--- config.mk ---
export PLATFORM = sky130hd
export DESIGN_NAME = e_cycle_arbiter
export DESIGN_NICKNAME = d
export VERILOG_FILES = /design/src/rtl/m6800_pkg.sv /design/src/rtl/e_phase_gen.sv /design/src/rtl/e_cycle_arbiter.sv
export SDC_FILE = /design/constraint.sdc
export NUM_CORES = 1
export LEC_CHECK = 0
export CAP_MARGIN = 20
export CORE_MARGIN = 2
export CORE_UTILIZATION = 48
export DETAILED_ROUTE_END_ITERATION = 8
export PLACE_DENSITY = 0.73
export SYNTH_ARGS = -nofsm -noshare
export SYNTH_HDL_FRONTEND = slang
export SYNTH_SLANG_ARGS = --single-unit
--- constraint.sdc ---
create_clock -name C7M -period 1.65 [get_ports C7M]
set_input_delay 0.165 -clock C7M [delete_from_list [all_inputs] [get_ports C7M]]
set_output_delay 0.165 -clock C7M [all_outputs]
set_load 0.05 [all_outputs]
--- src/rtl/m6800_pkg.sv ---
// Shared constants and types for the E-synchronous peripheral cycle arbiter.
// Optional build macro used by the arbiter files: E_EXTERNAL_SYNC_EN.
package m6800_pkg;

    localparam int ECNT_W           = 4;
    localparam int E_PERIOD_DEF     = 10;
    localparam int E_HIGH_START_DEF = 6;
    localparam int VMA_SLOT_DEF     = 3;
    localparam int ACK_SLOT_DEF     = 9;

    typedef enum logic {
        IDLE,
        ACTIVE
    } arb_state_t;

endpackage

--- src/rtl/e_phase_gen.sv ---
// E phase counter and E clock; with E_EXTERNAL_SYNC_EN the counter is
// aligned to a synchronized external E instead of generating E.
module e_phase_gen
    import m6800_pkg::*;
#(
    parameter int E_PERIOD     = E_PERIOD_DEF,
    parameter int E_HIGH_START = E_HIGH_START_DEF
) (
    input  logic              clk,
    input  logic              rst,
`ifdef E_EXTERNAL_SYNC_EN
    input  logic              e_in,
`else
    output logic              e,
`endif
    output logic [ECNT_W-1:0] ecnt,
    output logic              synced
);

    logic [ECNT_W-1:0] cnt;
    logic [ECNT_W-1:0] cnt_inc;

    assign cnt_inc = (cnt == ECNT_W'(E_PERIOD - 1)) ? '0 : cnt + 1'b1;
    assign ecnt    = cnt;

`ifdef E_EXTERNAL_SYNC_EN
    logic s0;
    logic s1;
    logic s2;
    logic fall;
    logic seen;

    assign fall   = s2 & ~s1;
    assign synced = seen;

    // Two synchronizer flops plus one stage of history for edge detect;
    // loading 2 makes count 0 coincide with the true E fall.
    always_ff @(posedge clk or posedge rst) begin
        if (rst) begin
            s0   <= 1'b0;
            s1   <= 1'b0;
            s2   <= 1'b0;
            seen <= 1'b0;
            cnt  <= '0;
        end else begin
            s0  <= e_in;
            s1  <= s0;
            s2  <= s1;
            if (fall) begin
                seen <= 1'b1;
                cnt  <= ECNT_W'(2);
            end else begin
                cnt  <= cnt_inc;
            end
        end
    end
`else
    assign synced = 1'b1;

    always_ff @(posedge clk or posedge rst) begin
        if (rst) begin
            cnt <= '0;
            e   <= 1'b0;
        end else begin
            cnt <= cnt_inc;
            e   <= (cnt_inc >= ECNT_W'(E_HIGH_START));
        end
    end
`endif

endmodule

--- src/rtl/e_cycle_arbiter.sv ---
// Shares the E-bus slot between a 68000 VPA cycle and a bridge master.
// Build macro E_EXTERNAL_SYNC_EN replaces the E output with an E_IN input.
module e_cycle_arbiter
    import m6800_pkg::*;
#(
    parameter int E_PERIOD     = E_PERIOD_DEF,
    parameter int E_HIGH_START = E_HIGH_START_DEF,
    parameter int VMA_SLOT     = VMA_SLOT_DEF,
    parameter int ACK_SLOT     = ACK_SLOT_DEF
) (
    input  logic              C7M,
    input  logic              RESET,
    input  logic              REQ0,
    input  logic              REQ1,
`ifdef E_EXTERNAL_SYNC_EN
    input  logic              E_IN,
`else
    output logic              E,
`endif
    output logic [ECNT_W-1:0] ECNT,
    output logic              VMA_n,
    output logic              GNT_ID,
    output logic              ACK0,
    output logic              ACK1,
    output logic              BUSY
);

    logic [ECNT_W-1:0] ecnt;
    logic              synced;

    e_phase_gen #(
        .E_PERIOD     (E_PERIOD),
        .E_HIGH_START (E_HIGH_START)
    ) u_phase (
        .clk    (C7M),
        .rst    (RESET),
`ifdef E_EXTERNAL_SYNC_EN
        .e_in   (E_IN),
`else
        .e      (E),
`endif
        .ecnt   (ecnt),
        .synced (synced)
    );

    assign ECNT = ecnt;

    arb_state_t state;
    arb_state_t state_n;
    logic [1:0] req;
    logic [1:0] armed;
    logic [1:0] armed_n;
    logic [1:0] eligible;
    logic [1:0] ack;
    logic [1:0] ack_n;
    logic       last;
    logic       last_n;
    logic       gnt;
    logic       gnt_n;
    logic       vma_n;
    logic       vma_nn;
    logic       busy;
    logic       busy_n;
    logic       winner;
    logic       at_vma;
    logic       at_ack;
    logic       at_wrap;

    assign req      = {REQ1, REQ0};
    assign eligible = req & armed & {2{synced}};
    assign at_vma   = (ecnt == ECNT_W'(VMA_SLOT));
    assign at_ack   = (ecnt == ECNT_W'(ACK_SLOT));
    assign at_wrap  = (ecnt == ECNT_W'(E_PERIOD - 1));
    assign winner   = (eligible == 2'b11) ? ~last : eligible[1];

    always_comb begin
        state_n = state;
        gnt_n   = gnt;
        last_n  = last;
        vma_nn  = vma_n;
        busy_n  = busy;
        ack_n   = 2'b00;
        unique case (state)
            IDLE: begin
                if (at_vma && (|eligible)) begin
                    state_n = ACTIVE;
                    gnt_n   = winner;
                    last_n  = winner;
                    vma_nn  = 1'b0;
                    busy_n  = 1'b1;
                end
            end
            ACTIVE: begin
                if (at_ack) begin
                    state_n = IDLE;
                    busy_n  = 1'b0;
                    // An aborted requester still lets the bus cycle run out,
                    // but gets no acknowledge.
                    if (gnt) ack_n[1] = req[1];
                    else     ack_n[0] = req[0];
                end
            end
        endcase
        if (at_wrap) vma_nn = 1'b1;
        armed_n = ~req | (armed & ~ack_n);
    end

    always_ff @(posedge C7M or posedge RESET) begin
        if (RESET) begin
            state <= IDLE;
            gnt   <= 1'b0;
            last  <= 1'b1;
            vma_n <= 1'b1;
            busy  <= 1'b0;
            ack   <= 2'b00;
            armed <= 2'b11;
        end else begin
            state <= state_n;
            gnt   <= gnt_n;
            last  <= last_n;
            vma_n <= vma_nn;
            busy  <= busy_n;
            ack   <= ack_n;
            armed <= armed_n;
        end
    end

    assign VMA_n  = vma_n;
    assign GNT_ID = gnt;
    assign ACK0   = ack[0];
    assign ACK1   = ack[1];
    assign BUSY   = busy;

endmodule

# Word-level counts from Yosys, hierarchy flattened
# Cells that the tools add are included.
dict set report totals {
  register_bits 14
  in_bits 4
  output_inout_bits 10
  wordCells 44
}
dict set report classes {
  addsub 1
  muxes 15
  magnitude_cmp 1
  eq_ne 5
  n_bitwise 7
  n_reduce_logical 6
}
# op n
set ops {}
lappend ops {{$mux W1} 10}
lappend ops {{$reduce_and A2 Y1} 3}
lappend ops {{$add A4 B1 Y4 const B} 1}
lappend ops {{$and A2 B2 Y2} 2}
lappend ops {{$eq A4 B2 Y1 const B} 1}
lappend ops {{$eq A4 B4 Y1 const B} 1}
lappend ops {{$ge A4 B3 Y1 const B} 1}
lappend ops {{$mux W2} 2}
lappend ops {{$mux W4} 1}
lappend ops {{$not A2 Y2} 2}
lappend ops {{$pmux W1 S2} 2}
lappend ops {{$eq A2 B2 Y1 const B} 1}
lappend ops {{$ne A2 B1 Y1 const B} 1}
lappend ops {{$ne A2 B2 Y1 const B} 1}
lappend ops {{$not A1 Y1} 2}
lappend ops {{$or A2 B2 Y2} 1}
lappend ops {{$reduce_bool A2 Y1} 1}
lappend ops {{$reduce_or A2 Y1} 1}
lappend ops {{$logic_and A1 B1 Y1} 1}

# Longest topological paths before layout
# Gate-level depths: netlist of the first run.
dict set report logic_depth {
  ltp_word 6
  ltp_mapped 4
  mapped_depth_nobuf 3
}

# By module
# From an unflattened synthesis of the first run, not the netlist that was laid out.
dict set report hier_totals {
  hier_cells 59
  area_unflattened_um2 635.6
}
# module n_inst cells_each seq_area_each_um2 area_each_um2
set modules_own_cells {}
lappend modules_own_cells {e_cycle_arbiter 1 37 230.2 410.4}
lappend modules_own_cells {e_phase_gen 1 22 125.1 225.2}

# Worst setup path after synthesis of the first run
# OpenSTA, ideal clock, no wires.
dict set report synth_timing {
  path_kind {register to register}
  startpoint {reg u_phase.cnt[1], in the netlist u_phase.ecnt[1]}
  endpoint {reg gnt, in the netlist GNT_ID}
  synth_period_minus_slack_ps 1498
  path_stages_with_launch 5
  required_ps 1517
  arrival_time_ps 1365
  setup_slack_ps 152
  setup_time_ps 133
  n_path_buf 1
  path_cell_list {dfrtp_1 buf_4 nand4bb_4 o31ai_2 o41ai_2}
}
dict set report synth_via {
  elab_chain_len 3
}
# item line_no
set synth_lines {}
lappend synth_lines {{start: declaration} e_phase_gen.sv:20} ;# logic [ECNT_W-1:0] cnt;
lappend synth_lines {{start signal: assignment} e_phase_gen.sv:65} ;# cnt <= cnt_inc;
lappend synth_lines {{$eq A4 B2 Y1} e_cycle_arbiter.sv:71} ;# assign at_vma = (ecnt == ECNT_W'(VMA_SLOT));
lappend synth_lines {{$logic_and A1 B1 Y1} e_cycle_arbiter.sv:85} ;# if (at_vma && (|eligible)) begin
lappend synth_lines {{$reduce_and A2 Y1 (no source line)} n/a}
lappend synth_lines {{end signal: assignment} e_cycle_arbiter.sv:119} ;# gnt <= gnt_n;
lappend synth_lines {{end: declaration} e_cycle_arbiter.sv:58} ;# logic gnt;
# Every way passes these cells.
# A chain may end at the register's enable or synchronous reset.

# Worst setup path after layout of the first run
dict set report layout_timing {
  startpoint {reg ack[1]}
  endpoint {out ACK1}
}
# item line_no
set layout_lines {}
lappend layout_lines {{start: declaration} e_cycle_arbiter.sv:54} ;# logic [1:0] ack;
lappend layout_lines {{start signal: assignment} e_cycle_arbiter.sv:123} ;# ack <= ack_n;
lappend layout_lines {{end: declaration} e_cycle_arbiter.sv:24} ;# output logic ACK1,
# No word-level cell between the ends.

==> run_results.csv, run 1 <==
group,metric,value,unit
timing,drv_slew,0,
timing,finalHoldViolations,0,
power_and_ir_drop,seqPwrFrac,57.5,%
synthesis,async_flop_share,100,%
global_route,use_met3,3.04,%
final_layout,fill_cells,114,
clock_tree,post_cts_buffers,0,
synthesis,avgSynthCellArea,11.7,um2
power_and_ir_drop,comb_power_share,12.1,%
timing,period_share,94.6,%
synthesis,yosys_warnings,0,
routing,wl,1070,um
synthesis,synth.top_cells.by_count,"10 x dfrtp_1, 5 x inv_1, 5 x nand2_1",
power_and_ir_drop,powerDensity,774,nW/um2
synthesis,synth_top_flop_cell,"dfrtp_1",
global_route,antenna_found_initial,0,
place,dpl.hpwl,787,um
setup_path,crit_path_max_fanout,1,
routing,drt_iter0_markers,1,
setup_path,path_cells,"clkdlybuf4s50_1",
place,gp_congestion,0.669,
power_and_ir_drop,swShare,25.0,%
clock_tree,cts_num_sinks,14,
synthesis,synth_cells,59,
timing,setup_viol,0,
routing,ant_nets,0,
timing,final.setup.tns,0,ns
power_and_ir_drop,p_leak,0.398,nW
synthesis,synth_cell_types,26,
floorplan,initial_utilization,52.3,%
clock_tree,numCtsBuffers,3,
power_and_ir_drop,ir_worst_vdd,605,uV
setup_path,start_kind,"register",
setup_path,slowest_stage,"clkdlybuf4s50_1",
floorplan,die_h,41.9,um
final_layout,area_growth,20.9,%
setup_path,worstPathArrival,1.40,ns
power_and_ir_drop,internal_power,0.484,mW
setup_path,r2r_setup_slack,0.34,ns
synthesis,synth_top_cell_by_area,"dfrtp_1",
global_route,overflow,0,
job,cap_violations,0,
clock_tree,cts-htree-levels,1,
global_route,busiest_layer,"met1",
power_and_ir_drop,finalPower,0.645,mW
synthesis,seq_area_frac_synth,51.5,%
global_route,met1_usage,20.1,%
routing,vias_per_cell,5.25,
floorplan,dieArea,1760,um2
synthesis,yosysMostFrequentCell,"dfrtp_1",
floorplan,core_area,1320,um2
power_and_ir_drop,clockPowerShare,30.4,%
timing,clock.fmax,640,MHz
clock_tree,cts_buffer_depth,2,
clock_tree,hold_buffers,0,
final_layout,fin_nets,78,
clock_tree,clk-insertion-delay-late,0.27,ns
global_route,grt.total_usage,13.8,%
final_layout,drive_gt1_share,31.5,%
setup_path,critPathTopFamily,"buffers and inverters",
timing,skew,0.00966,ns
power_and_ir_drop,switchingPower,0.161,mW
clock_tree,clkTransAtPathRegs,0.09,ns
floorplan,num_rows,13,
worst_hold_path,min_path_type,"in -> async",
timing,period_minus_slack,1.56,ns
final_layout,antenna_cells,0,
routing,wl_per_cell,12.1,um
synthesis,syn-num-nets,63,
clock_tree,cts_tree,"yes",
setup_path,required,1.48,ns
synthesis,synth_edf_count,0,
floorplan,die_w,41.9,um
timing,rsz0062_at_grt,"false",
timing,slew_headroom,66.6,%
synthesis,netlist_area,689,um2
global_route,grt_max_degree,15,
global_route,grt_pass1_wl,1870,um
global_route,grt_pass1_vias,438,
synthesis,synth-seq-cells,14,
setup_path,worst-setup-path-type,"reg -> out",
routing,drtPass1Iterations,2,
floorplan,design.portCount,14,
clock_tree,cts_resized,0,
setup_path,cp.buffers_inverters,1,
setup_path,cp-end-kind,"output port",
outcome,status,"finished, final reports clean",
place,io_buffers,13,
routing,drc_errors,0,
clock_tree,cts_root_buf,"clkbuf_4",
setup_path,critPathMaxStageDelay,0.79,ns
timing,worstMarginPinSlew,0.500,ns
routing,num_vias,462,
synthesis,synth_top_area_share,36.3,%
global_route,use_met2,19.7,%
synthesis,synth.area.top_cells,"dfrtp_1 36%, dfstp_2 15%, o41ai_2 4.7%",
[flip-flops by register name, indices dropped and copies added (netlist names)]
name and count:
VMA_n 1, BUSY 1, u_phase.ecnt 4, GNT_ID 1
armed 2, last 1, u_phase.e 1, state 1
ack 2
[power by group through the flow]
stage / combinational [mW] / sequential (mW) / clock, mW
2_1_floorplan: 0.0405 / 0.393 / 0
3_3_place_gp: 0.0796 / 0.377 / 0
3_5_place_dp: 0.0794 / 0.377 / 0
4_1_cts: 0.0794 / 0.371 / 0.202
5_1_grt: 0.0858 / 0.373 / 0.225
6_report: 0.0782 / 0.371 / 0.196
[through the flow]
step | setup WS [ns] | util [%] | cell area (um2) | hold WS (ns) | cells
4_1_cts | 0.0784 | 63.2 | 833 | 0.226 | 88
2_1_floorplan | 0.152 | - | 689 | 0.0514 | 59
5_1_grt | 0.0230 | 63.2 | 833 | 0.267 | 88
3_5_place_dp | 0.366 | 61.3 | 807 | 0.465 | 84
3_3_place_gp | 0.377 | 61.3 | 807 | 0.458 | 84
6_report | 0.0884 | 63.2 | 833 | 0.207 | 88
[cell type report]
class / count / area (um2) / share of cell area, %
flip-flops and latches: 14 / 355 / 42.6
multi-input cells: 36 / 282 / 33.8
repair buffers: 14 / 133 / 15.9
clock buffers: 4 / 26.3 / 3.15
inverters: 5 / 18.8 / 2.25
well taps: 15 / 18.8 / 2.25
[kinds of logic (layout without fill, tap and decap cells)]
group | count (synthesis) | in the layout | share of synthesized area, %
XOR/XNOR | 1 | 1 | 1.27
multiplexers | 1 | 1 | 1.63
buffers and inverters | 9 | 23 | 7.62
AND/OR/NAND/NOR | 19 | 19 | 19.1
flip-flops | 14 | 14 | 51.5
AO/OA/AOI/OAI | 15 | 15 | 18.9
[path summary, 6_finish.rpt]
check | start | endpoint | depth (start not counted)
worst max-delay path | ack[1] | ACK1 | 1
worst min-delay path | RESET | u_phase.e | 2
worst max register to register | u_phase.ecnt[2] | GNT_ID | 3
worst min register to register | VMA_n | VMA_n | 2
max in group asynchronous | RESET | VMA_n | 2
min in group C7M | REQ1 | armed[1] | 2
[cells in the final DEF (no fill, tap or decap), types with 3 or more instances in the layout]
cell type	n
nor2_1	3
a21o_1	3
o21ai_0	3
dfstp_2	4
clkdlybuf4s50_1	6
buf_4	7
nand2_1	5
dfrtp_1	10
inv_1	5
clkbuf_4	3
[per-layer routing]
layer / up-vias / routed length [um]
li1: 234 / -
met1: 217 / 520
met2: 9 / 483
met3: 2 / 45
met4: 0 / 15
met5: - / 0
Note: power is estimated with default switching activity, not from simulation.
==> run 2: changes to the inputs <==
- CTS_BUF_LIST: default -> sky130_fd_sc_hd__clkbuf_4 sky130_fd_sc_hd__clkbuf_8 sky130_fd_sc_hd__clkbuf_16
==> run_results.csv, run 2 (synthesized netlist as in run 1, its figures left out) <==
group,metric,value,unit
outcome,status,"finished, final reports clean",
timing,finalHoldViolations,0,
final_layout,layout_commonest_cell,"dfrtp_1",
setup_path,worstPathArrival,1.40,ns
clock_tree,cts_buffer_depth,2,
power_and_ir_drop,clockPowerShare,32.1,%
final_layout,largest_reg_flops,4,
global_route,grt_max_degree,15,
power_and_ir_drop,p_leak,0.402,nW
clock_tree,clk-insertion-delay-late,0.27,ns
routing,drc_errors,0,
timing,period_minus_slack,1.56,ns
clock_tree,cts_tree,"yes",
final_layout,fill_cells,114,
clock_tree,cts_num_sinks,14,
power_and_ir_drop,ir_worst_vdd,606,uV
clock_tree,post_cts_buffers,0,
clock_tree,cts_resized,0,
setup_path,worst-setup-path-type,"reg -> out",
timing,setup_slack,0.0888,ns
timing,worstMarginPinSlew,0.500,ns
setup_path,cp.buffers_inverters,1,
power_and_ir_drop,finalPower,0.661,mW
routing,vias_per_cell,5.28,
global_route,grt.total_usage,13.8,%
clock_tree,numCtsBuffers,3,
final_layout,fin_nets,78,
place,io_buffers,13,
timing,clock.fmax,641,MHz
global_route,overflow,0,
floorplan,design.portCount,14,
global_route,grt_pass1_wl,1870,um
floorplan,die_h,41.9,um
routing,num_vias,465,
clock_tree,hold_buffers,0,
routing,wl,1070,um
timing,rsz0062_at_grt,"false",
power_and_ir_drop,comb_power_share,11.8,%
clock_tree,cts-htree-levels,1,
final_layout,final_core_util,63.5,%
final_layout,drive_gt1_share,32.9,%
power_and_ir_drop,switchingPower,0.161,mW
routing,ant_nets,0,
setup_path,r2r_setup_slack,0.34,ns
setup_path,slowest_stage,"clkdlybuf4s50_1",
setup_path,crit_path_max_fanout,1,
power_and_ir_drop,powerDensity,790,nW/um2
power_and_ir_drop,seqPwrFrac,56.1,%
place,place_ws,0.366,ns
setup_path,required,1.48,ns
floorplan,die_w,41.9,um
global_route,antenna_found_initial,0,
power_and_ir_drop,internal_power,0.500,mW
setup_path,critPathTopFamily,"buffers and inverters",
setup_path,path_cells,"clkdlybuf4s50_1",
setup_path,start_kind,"register",
floorplan,dieArea,1760,um2
routing,drtPass1Iterations,2,
floorplan,num_rows,13,
power_and_ir_drop,swShare,24.3,%
place,gp_congestion,0.669,
final_layout,antenna_cells,0,
timing,period_share,94.6,%
floorplan,initial_utilization,52.3,%
timing,skew,0.00924,ns
place,dpl.hpwl,787,um
routing,wl_per_cell,12.1,um
clock_tree,cts_root_buf,"clkbuf_4",
timing,final.setup.tns,0,ns
global_route,grt_pass1_vias,438,
final_layout,final_cell_mix,"10 x dfrtp_1, 7 x buf_4, 6 x clkdlybuf4s50_1",
timing,slew_headroom,66.7,%
timing,setup_viol,0,
routing,drt_iter0_markers,1,
worst_hold_path,min_path_type,"in -> async",
job,cap_violations,0,
clock_tree,clkTransAtPathRegs,0.08,ns
floorplan,core_area,1320,um2
final_layout,area_growth,21.4,%
timing,drv_slew,0,
setup_path,critPathMaxStageDelay,0.79,ns
setup_path,cp-end-kind,"output port",
run 2: cell counts in the layout (fill, tap and decap cells not counted):
Identical to the previous run, type by type.
run 2: area by class of cell:
| cell class | count | area [um2] | area share (%) |
|---|---|---|---|
| timing repair buffer | 14 | 133 | 15.8 |
| clock buffer | 4 | 30.0 | 3.59 |
| inverter | 5 | 18.8 | 2.24 |
| tap | 15 | 18.8 | 2.24 |
| sequential | 14 | 355 | 42.5 |
| multi-input combinational | 36 | 282 | 33.6 |
run 2: worst paths after layout:
path / startpoint / to / cells after the start
max: ack[1] / ACK1 / 1
min in group C7M: REQ1 / armed[1] / 2
min: RESET / u_phase.e / 2
max reg2reg: u_phase.ecnt[2] / GNT_ID / 3
max in group asynchronous: RESET / VMA_n / 2
min reg2reg: VMA_n / VMA_n / 2
run 2: through the flow:
| step | hold WS (ns) | instances | area (um2) |
|---|---|---|---|
| after CTS | 0.226 | 88 | 837 |
| after global routing | 0.267 | 88 | 837 |
| after floorplan | 0.0514 | 59 | 689 |
| after detailed placement | 0.465 | 84 | 807 |
| final | 0.207 | 88 | 837 |
| after global placement | 0.458 | 84 | 807 |
run 2: layer usage:
layer,GRT usage (%),up-vias,share of wire [%]
li1,-,235,-
met1,20.1,219,49
met2,19.7,9,45
met3,3.04,2,4.2
met4,5.81,0,1.4
met5,0,-,0
run 2: power groups by stage:
stage | sequential, mW | clock [mW] | combinational [mW]
3_3_place_gp | 0.377 | 0 | 0.0796
3_5_place_dp | 0.377 | 0 | 0.0794
2_1_floorplan | 0.393 | 0 | 0.0405
4_1_cts | 0.371 | 0.218 | 0.0794
5_1_grt | 0.373 | 0.241 | 0.0858
6_report | 0.371 | 0.212 | 0.0781
==> run 3: changes to the inputs <==
- CELL_PAD_IN_SITES_DETAIL_PLACEMENT: default -> 1
- CELL_PAD_IN_SITES_GLOBAL_PLACEMENT: default -> 1
- CORE_ASPECT_RATIO: default -> 0.75
- CORE_UTILIZATION: 48 -> 38
- GPL_TIMING_DRIVEN: default -> 0
==> run_results.csv, run 3 (synthesized netlist as in run 1, its figures left out) <==
group,metric,value,unit
setup_path,r2r-start,"u_phase.ecnt[3]",
floorplan,design.portCount,14,
place,gp_congestion,0.738,
routing,drt_iter0_markers,6,
clock_tree,clkTransAtPathRegs,0.08,ns
setup_path,crit_start,"u_phase.ecnt[2]",
final_layout,largest_reg_flops,4,
setup_path,r2r_setup_slack,0.34,ns
timing,rsz0062_at_grt,"false",
routing,wl_per_cell,13.9,um
timing,worstMarginPinSlew,0.542,ns
power_and_ir_drop,powerDensity,730,nW/um2
final_layout,antenna_cells,0,
routing,drc_errors,0,
timing,slew_headroom,63.8,%
setup_path,critPathMaxStageDelay,0.80,ns
final_layout,layout_commonest_cell,"dfrtp_1",
setup_path,cp.buffers_inverters,1,
setup_path,crit_path_end,"ECNT[2]",
routing,wl,1350,um
setup_path,crit_path_max_fanout,2,
clock_tree,cts_root_buf,"clkbuf_4",
floorplan,initial_utilization,40.0,%
setup_path,worst-setup-path-type,"reg -> out",
final_layout,final_cell_mix,"10 x dfrtp_1, 9 x clkdlybuf4s50_1, 5 x inv_1, 5 x nand2_1, 4 x dfstp_2",
timing,final.setup.tns,0,ns
power_and_ir_drop,ir_worst_vdd,522,uV
power_and_ir_drop,p_leak,0.424,nW
global_route,grt.total_usage,14.9,%
clock_tree,cts_buffer_depth,2,
power_and_ir_drop,finalPower,0.634,mW
clock_tree,cts_tree,"yes",
outcome,status,"finished, final reports clean",
clock_tree,cts_num_sinks,14,
final_layout,multi_input_area,282,um2
worst_hold_path,min_path_type,"in -> async",
job,cap_violations,0,
timing,drv_slew,0,
global_route,grt_pass1_wl,2210,um
place,io_buffers,13,
final_layout,area_growth,26.0,%
routing,vias_per_cell,4.92,
routing,num_vias,477,
setup_path,cp.depth,1,
final_layout,drive_gt1_share,25.3,%
setup_path,start_kind,"register",
clock_tree,numCtsBuffers,3,
routing,ant_nets,0,
setup_path,path_cells,"clkdlybuf4s50_1",
floorplan,num_rows,13,
final_layout,fill_cells,209,
final_layout,fin_nets,81,
clock_tree,post_cts_buffers,0,
timing,period_share,96.8,%
timing,period_minus_slack,1.60,ns
global_route,antenna_found_initial,0,
setup_path,slowest_stage,"clkdlybuf4s50_1",
clock_tree,clk-insertion-delay-late,0.27,ns
clock_tree,cts-htree-levels,1,
setup_path,reg2reg_depth,3,
timing,setup_viol,0,
setup_path,required,1.48,ns
global_route,grt_max_degree,15,
setup_path,rr_endpoint,"GNT_ID",
global_route,overflow,0,
place,dpl.hpwl,1000,um
floorplan,core_area,1720,um2
global_route,grt_pass1_vias,459,
setup_path,worstPathArrival,1.43,ns
setup_path,critPathTopFamily,"buffers and inverters",
timing,clock.fmax,626,MHz
final_layout,seq_area,355,um2
floorplan,die_w,53.2,um
timing,finalHoldViolations,0,
floorplan,dieArea,2170,um2
timing,skew,0.00355,ns
floorplan,die_h,40.9,um
routing,drtPass1Iterations,3,
setup_path,cp-end-kind,"output port",
## run 3: cell count changes in the layout (fill, tap and decap cells not counted), sizes merged
cell	before	now
dlymetal6s2s	0	1
dlygate4sd2	0	3
clkbuf	4	3
buf	8	4
clkdlybuf4s50	6	9
## run 3: metrics by stage
| stage | hold slack (ns) | std cells | utilization [%] | worst slack (ns) | instance area [um2] |
|---|---|---|---|---|---|
| after global routing | 0.289 | 97 | 50.4 | 0.00801 | 868 |
| after global placement | 0.457 | 94 | 49.1 | 0.183 | 847 |
| after CTS | 0.248 | 97 | 50.2 | 0.0177 | 866 |
| after floorplan | 0.0514 | 59 | - | 0.152 | 689 |
| after detailed placement | 0.470 | 94 | 49.1 | 0.178 | 847 |
| final | 0.235 | 97 | 50.4 | 0.0523 | 868 |
## run 3: cell type report
type	count	share of cell area, %
Tap cell	22	3.17
Sequential cell	14	40.9
Inverter	5	2.16
Clock buffer	3	2.59
Timing Repair Buffer	13	14.8
Multi-Input combinational cell	36	32.4
Buffer	4	3.89
## run 3: report_power, final
part / switching (mW) / internal (mW)
clock network: 0.0965 / 0.0844
logic: 0.0523 / 0.0332
registers: 0.00966 / 0.358
## run 3: how the worst min path moves through the flow
stage | slack (ns) | endpoint | depth (start not counted)
floorplan | 0.05 | BUSY | 1
global placement | 0.46 | armed[1] | 2
detailed placement | 0.47 | BUSY | 1
CTS | 0.25 | u_phase.ecnt[0] | 2
global route | 0.29 | u_phase.ecnt[0] | 2
finish | 0.24 | u_phase.ecnt[0] | 2
## run 3: routing by layer
layer,vias up,GRT usage [%],wire [um]
met3,2,6.93,82
met5,-,0,0
li1,239,-,-
met4,0,1.92,9
met2,11,21.9,604
met1,225,20.7,651
## run 3: what timing repair did
action | 4_1_cts | 5_1_grt
endpoints found under the setup margin | 3 | 1
resized for setup | 3 | 1
pin swaps | 0 | 0
hold buffers | 0 | 0
